$ cat config.mk
export PLATFORM = sky130hd
export DESIGN_NAME = serial_twoscomp_deser
export DESIGN_NICKNAME = d
export VERILOG_FILES = /design/src/rtl/serial_twoscomp_deser.sv
export SDC_FILE = /design/constraint.sdc
export NUM_CORES = 1
export LEC_CHECK = 0
export CAP_MARGIN = 20
export CORE_MARGIN = 2
export CORE_UTILIZATION = 50
export DETAILED_ROUTE_END_ITERATION = 12
export PLACE_DENSITY = 0.76
export SLEW_MARGIN = 0
export SYNTH_ARGS = -nofsm -noshare
export SYNTH_HDL_FRONTEND = slang
export SYNTH_SLANG_ARGS = --single-unit
export TNS_END_PERCENT = 30
$ cat constraint.sdc
create_clock -name clk_in -period 1.66 [get_ports clk_in]
set_input_delay 0.332 -clock clk_in [delete_from_list [all_inputs] [get_ports clk_in]]
set_output_delay 0.332 -clock clk_in [all_outputs]
set_load 0.02 [all_outputs]
$ cat src/rtl/serial_twoscomp_deser.sv
// rtl/serial_twoscomp_deser.sv - LSB-first serial two's-complement deserializer
// Frames W serial bits into a held word behind valid/ready, with min-negative, overrun and framing flags.
module serial_twoscomp_deser #(
   parameter int W = 8
) (
   input  logic         clk_in,
   input  logic         rst_in,
   input  logic         start_in,
   input  logic         bit_in,
   input  logic         ready_in,
   input  logic         clr_in,
   output logic [W-1:0] word_out,
   output logic         valid_out,
   output logic         minneg_out,
   output logic         busy_out,
   output logic         overrun_out,
   output logic         frame_err_out
);

   localparam int CW = $clog2(W);
   localparam logic [W-1:0] MINNEG = {1'b1, {(W-1){1'b0}}};

   typedef enum logic {
      IDLE  = 1'b0,
      SHIFT = 1'b1
   } state_t;

   state_t        state_q, state_d;
   logic [CW-1:0] cnt_q, cnt_d;
   logic [W-2:0]  shift_q, shift_d;
   logic [W-1:0]  word_q, word_d;
   logic [W-1:0]  frame_word;
   logic          valid_q, valid_d;
   logic          minneg_q, minneg_d;
   logic          ovr_q, ovr_d;
   logic          ferr_q, ferr_d;
   logic          complete;
   logic          restart;
   logic          drop;

   // The last bit is never stored: it joins the word directly at completion.
   assign frame_word = {bit_in, shift_q};

   always_comb begin
      state_d  = state_q;
      cnt_d    = cnt_q;
      shift_d  = shift_q;
      complete = 1'b0;
      restart  = 1'b0;
      case (state_q)
         IDLE: begin
            if (start_in) begin
               shift_d[0] = bit_in;
               cnt_d      = CW'(1);
               state_d    = SHIFT;
            end
         end
         SHIFT: begin
            if (start_in) begin
               restart    = 1'b1;
               shift_d[0] = bit_in;
               cnt_d      = CW'(1);
            end else if (cnt_q == CW'(W - 1)) begin
               complete = 1'b1;
               cnt_d    = '0;
               state_d  = IDLE;
            end else begin
               for (int i = 1; i < W - 1; i++) begin
                  if (cnt_q == CW'(i)) begin
                     shift_d[i] = bit_in;
                  end
               end
               cnt_d = cnt_q + CW'(1);
            end
         end
         default: begin
            state_d = IDLE;
            cnt_d   = '0;
         end
      endcase
   end

   // A consume in the completion cycle frees the register, so that case is not an overrun.
   always_comb begin
      word_d   = word_q;
      minneg_d = minneg_q;
      valid_d  = valid_q;
      drop     = 1'b0;
      if (complete) begin
         if (!valid_q || ready_in) begin
            word_d   = frame_word;
            minneg_d = (frame_word == MINNEG);
            valid_d  = 1'b1;
         end else begin
            drop = 1'b1;
         end
      end else if (valid_q && ready_in) begin
         valid_d = 1'b0;
      end
      ovr_d  = drop | (ovr_q & ~clr_in);
      ferr_d = restart | (ferr_q & ~clr_in);
   end

   always_ff @(posedge clk_in) begin
      if (rst_in) begin
         state_q  <= IDLE;
         cnt_q    <= '0;
         shift_q  <= '0;
         word_q   <= '0;
         valid_q  <= 1'b0;
         minneg_q <= 1'b0;
         ovr_q    <= 1'b0;
         ferr_q   <= 1'b0;
      end else begin
         state_q  <= state_d;
         cnt_q    <= cnt_d;
         shift_q  <= shift_d;
         word_q   <= word_d;
         valid_q  <= valid_d;
         minneg_q <= minneg_d;
         ovr_q    <= ovr_d;
         ferr_q   <= ferr_d;
      end
   end

   assign word_out      = word_q;
   assign valid_out     = valid_q;
   assign minneg_out    = minneg_q;
   assign busy_out      = (state_q == SHIFT);
   assign overrun_out   = ovr_q;
   assign frame_err_out = ferr_q;

endmodule

# Yosys cells after proc, flatten, opt, wreduce, memory -nomap -nowiden
# Cells that the tools add are included.
# Widths: inputs -> output; s select.
[word_totals]
reg_bits = 23
in_bits = 6
out_inout_bits = 13
[classes]
add_sub_neg = 1
n_eq_ne = 10
muxes = 18
bitwise_logic = 8
reduce_logical = 12
[ops]
columns = ["op", "count"]
rows = [
  ["$reduce_and 4->1", 6],
  ["$mux 1", 13],
  ["$eq 3x3->1 const B", 4],
  ["$mux 3", 3],
  ["$eq 8x8->1 const B", 1],
  ["$eq 3x2->1 const B", 2],
  ["$pmux 3 s2", 1],
  ["$not 1->1", 4],
  ["$reduce_and 2->1", 2],
  ["$add 3x1->3 const B", 1],
  ["$eq 3x1->1 const B", 1],
  ["$and 1x1->1", 2],
  ["$ne 2x1->1 const B", 1],
  ["$ne 2x2->1 const B", 1],
  ["$or 1x1->1", 2],
  ["$pmux 1 s2", 1],
  ["$reduce_bool 2->1", 1],
  ["$logic_and 1x1->1", 1],
  ["$logic_not 1->1", 1],
  ["$logic_or 1x1->1", 1],
]

# Longest topological paths before layout
[depth]
ltp_word = 6
mapped_depth = 6
mapped_depth_nobuf = 5

# Least setup slack after synthesis
# Ideal clock, no wire load.
[synth_timing]
path_kind = "register -> register"
start = "register cnt_q[0]"
end = "register shift_q[3]"
setup_ns = 0.117
arrival_time_ns = 1.302
t_required_ns = 1.543
setup_slack_ns = 0.241
stages_incl_launch_ff = 6
path_buffers = 0
synth_period_minus_slack_ns = 1.419
cell_sequence = "dfxtp_1 > ha_1 > ha_1 > and4bb_2 > mux2i_1 > nor2_1"
[synth_via]
elab_chain_cells = 3
word_cells_on_any_way = 4
cone_classes = "2 x eq/ne; 1 x bitwise; 1 x reduce/logical"
[synth_lines]
columns = ["element", "line_no", "source"]
rows = [
  ["start: declaration", "29", "logic [CW-1:0] cnt_q, cnt_d;"],
  ["start signal: assignment", "116", "cnt_q <= cnt_d;"],
  ["$eq 3x3->1", "63", "end else if (cnt_q == CW'(W - 1)) begin"],
  ["$not 1->1 (no line)", "-", ""],
  ["$reduce_and 4->1 (no line) (*)", "-", ""],
  ["end signal: assignment", "117", "shift_q <= shift_d;"],
  ["end: declaration", "30", "logic [W-2:0] shift_q, shift_d;"],
]
# Every way passes the cells marked *; elsewhere a longest branch is shown, timed or not.
# A chain may end at the register's enable or synchronous reset.

# Worst setup path after layout
[layout_timing]
start = "register ferr_q (netlist: frame_err_out)"
end = "output port frame_err_out"
[layout_lines]
columns = ["element", "line_no", "source"]
rows = [
  ["start: declaration", "36", "logic ferr_q, ferr_d;"],
  ["start signal: assignment", "122", "ferr_q <= ferr_d;"],
  ["end: declaration", "17", "output logic frame_err_out"],
]
# No word-level cell between the ends.

==> results by group <==
Status
  • Status: complete, no violations

Global routing
  • Number of global-route vias before repair: 854
  • Largest net degree at the start of global routing: 14
  • GRT Total Usage: between 10% and 20%
  • GR Util met3: 2.98%
  • Global-route wire length before repair: 3460 um
  • Grt ovf: 0
  • Met1 GRT Util: ~22%
  • Met2 usage in global routing: 30.7%
  • Initial antenna violation count: 0
  • Busiest layer in global routing: met2

Pwr
  • Power Density: 692 nW/um^2
  • Power, Total: 0.922 mW
  • P_sw: 0.223 mW
  • Switching share of power: 24.1%
  • Internal Dissipation: 0.700 mW
  • Maximum vdd drop: 0.579 mV
  • Clk pwr share: roughly 28%
  • Pleak: between 0.5 and 0.6 nW
  • Combinational Power Share: 10.1%
  • Sequential Power Share: ~60%

Place
  • IO buf count: 18
  • GPL Wtd Cong: between 0.7 and 0.8
  • Dpl hpwl: 1500 um
  • Dpl cell area: 1290 um^2

Worst setup path
  • Critical path startpoint category: flop
  • Kind of critical path: reg2out
  • CP bufs+invs: 1
  • Cell family with the largest share of critical-path delay: buffers and inverters
  • Worst-path maximum fanout: 2
  • Critical Path Sink Type: primary output
  • Cells along the critical path: clkdlybuf4s50_1
  • WP data arrival: 1.27 ns
  • CP max-delay cell: clkdlybuf4s50_1
  • Max stage delay on crit path: 0.60 ns
  • Worst EP required: approximately 1.3 ns

Timing
  • RSZ-0062 raised after global routing: false
  • Worst-Margin Slew: about 0.60 ns
  • Slew headroom: 59.7%
  • Setup_tns: 0 ns
  • Setup Skew: about 0.00099 ns
  • Slew Viols, Final: 0
  • Final critical-path required period: 1.61 ns
  • Fin. Hold Viols: 0
  • Max Clock Freq: 623 MHz
  • Final Cycle Share: between 90% and 100%
  • Setup violators final: 0

Clock tree
  • Clk buf depth: 2
  • Number of buffers created by CTS: 3
  • H-tree levels: 1
  • Worst skew pair latency: 0.31 ns
  • Clock transition at path regs: 0.13 ns
  • # clock sinks: 23
  • Clock Root Buffer: clkbuf_4
  • CTS tree: yes

Cells and area
  • Most frequent cells in the layout: dfxtp_1, clkdlybuf4s50_1, a21oi_1, o21ai_0, nand3_1
  • Final instance area: 1330 um^2
  • Area Overhead vs Synth: 23.4%
  • Most common cell after layout, fill and taps aside: dfxtp_1
  • Number of diodes: 0
  • Fillcell total: 166
  • Fraction of layout cells with a size suffix above 1: 10.8%
  • Nets: about 150
  • Final Util: 66.6%

Drt
  • Total wire length: 2010 um
  • Detailed Route Iter0 Violations: 15
  • Drt wl/cell: 12.1 um
  • DR vias: 885
  • DRC: 0
  • Routed Antenna Nets: 0
  • Drt pass-1 iters: 4
  • Via density per instance: 5.33

Floorplan
  • Cell Rows: 16
  • IO Pins: 19
  • Die width: about 50 um
  • Initial Util: 53.9%
  • Die height: 50.5 um
  • Die area: ~2500 um^2
  • Core area: 2000 um^2

Synthesis
  • FF+latch count, synth: 23
  • Avg Cell Area, Syn: between 9 and 10 um^2
  • Register area share after synthesis: 42.6%
  • Cell variety after synth: 26
  • Mapped Nets: 129
  • Mapped Area: 1080 um^2
  • Yosys warns: 0
  • Cells after Synth: roughly 120

Min path
  • Worst Hold Class: reg2reg

Job
  • Total of max-cap violations: 0
[per-layer routing]
layer  wire length [um]  vias to the layer above
met4                 25                        0
met5                  0                        -
met1                951                      417
met2                955                       19
li1                   -                      446
met3                 74                        3
[flip-flops by register name, summed over array words and instances, names as in the netlist]
register,cells
busy_out,1
shift_q,7
overrun_out,1
cnt_q,3
frame_err_out,1
valid_out,1
word_out,8
minneg_out,1
[kinds of logic after synthesis]
family                     after synthesis  synth area share [%]
and+or+nand+nor                         44                  24.6
DFF                                     23                  42.6
adders and majority gates                6                  6.95
buffers and inverters                   12                  6.95
AOI/OAI and AO/OA                       25                  12.4
muxes                                    7                  6.49
[path summary, 6_finish.rpt]
check | cells after the start | from | slack [ns] | endpoint
worst max register to register | 6 | cnt_q[1] | 0.13 | minneg_out
worst max-delay path | 1 | frame_err_out | 0.05 | frame_err_out
worst min register to register | 2 | word_out[4] | 0.48 | word_out[4]
worst min-delay path | 2 | word_out[4] | 0.48 | word_out[4]
[layout make-up]
class,instances,area [um^2],share of cell area [%]
Multi-Input combinational cell,82,546,40.9
Sequential cell,23,460,34.6
Timing Repair Buffer,26,250,18.8
Tap cell,27,33.8,2.54
Clock buffer,3,22.5,1.69
Inverter,4,15.0,1.13
Clock inverter,1,5.00,0.376
[cell usage after synthesis, drive strengths merged]
cell type | count | area share, %
a2111oi | 1 | 0.81
a21oi | 12 | 5.6
and2b | 1 | 0.70
and3b | 1 | 0.81
and4bb | 2 | 2.3
buf | 7 | 5.2
clkbuf | 1 | 0.35
dfxtp | 23 | 43
ha | 6 | 7.0
inv | 4 | 1.4
mux2i | 7 | 6.5
nand2 | 7 | 2.4
nand2b | 8 | 4.6
nand3 | 9 | 4.2
nand3b | 2 | 1.4
nor2 | 7 | 2.4
nor2b | 3 | 1.7
nor3 | 2 | 0.93
nor4b | 2 | 3.0
o21a | 1 | 0.70
o21ai | 10 | 4.6
o31ai | 1 | 0.70
[power groups by stage]
| stage | Combinational, mW | Sequential [mW] | Clock (mW) |
|---|---|---|---|
| 2_1_floorplan | 0.0502 | 0.584 | 0 |
| 3_3_place_gp | 0.0916 | 0.580 | 0 |
| 3_5_place_dp | 0.0935 | 0.580 | 0 |
| 4_1_cts | 0.0941 | 0.567 | 0.271 |
| 5_1_grt | 0.104 | 0.569 | 0.292 |
| 6_report | 0.0933 | 0.567 | 0.262 |
[timing repair]
action | 4_1_cts | 5_1_grt
resized for setup | 0 | 5
buffers inserted | 0 | 0
endpoints found under the setup margin | 0 | 12
hold buffers | 0 | 0
[per-stage QoR]
stage	hold WS (ns)	worst slack, ns	std cells
after floorplan	0.456	0.241	117
after global placement	0.459	0.0147	162
after detailed placement	0.469	0.00191	162
after CTS	0.487	0.0205	166
after global routing	0.511	0.00383	166
final	0.483	0.0541	166
Note: power is estimated with default switching activity, not from simulation.
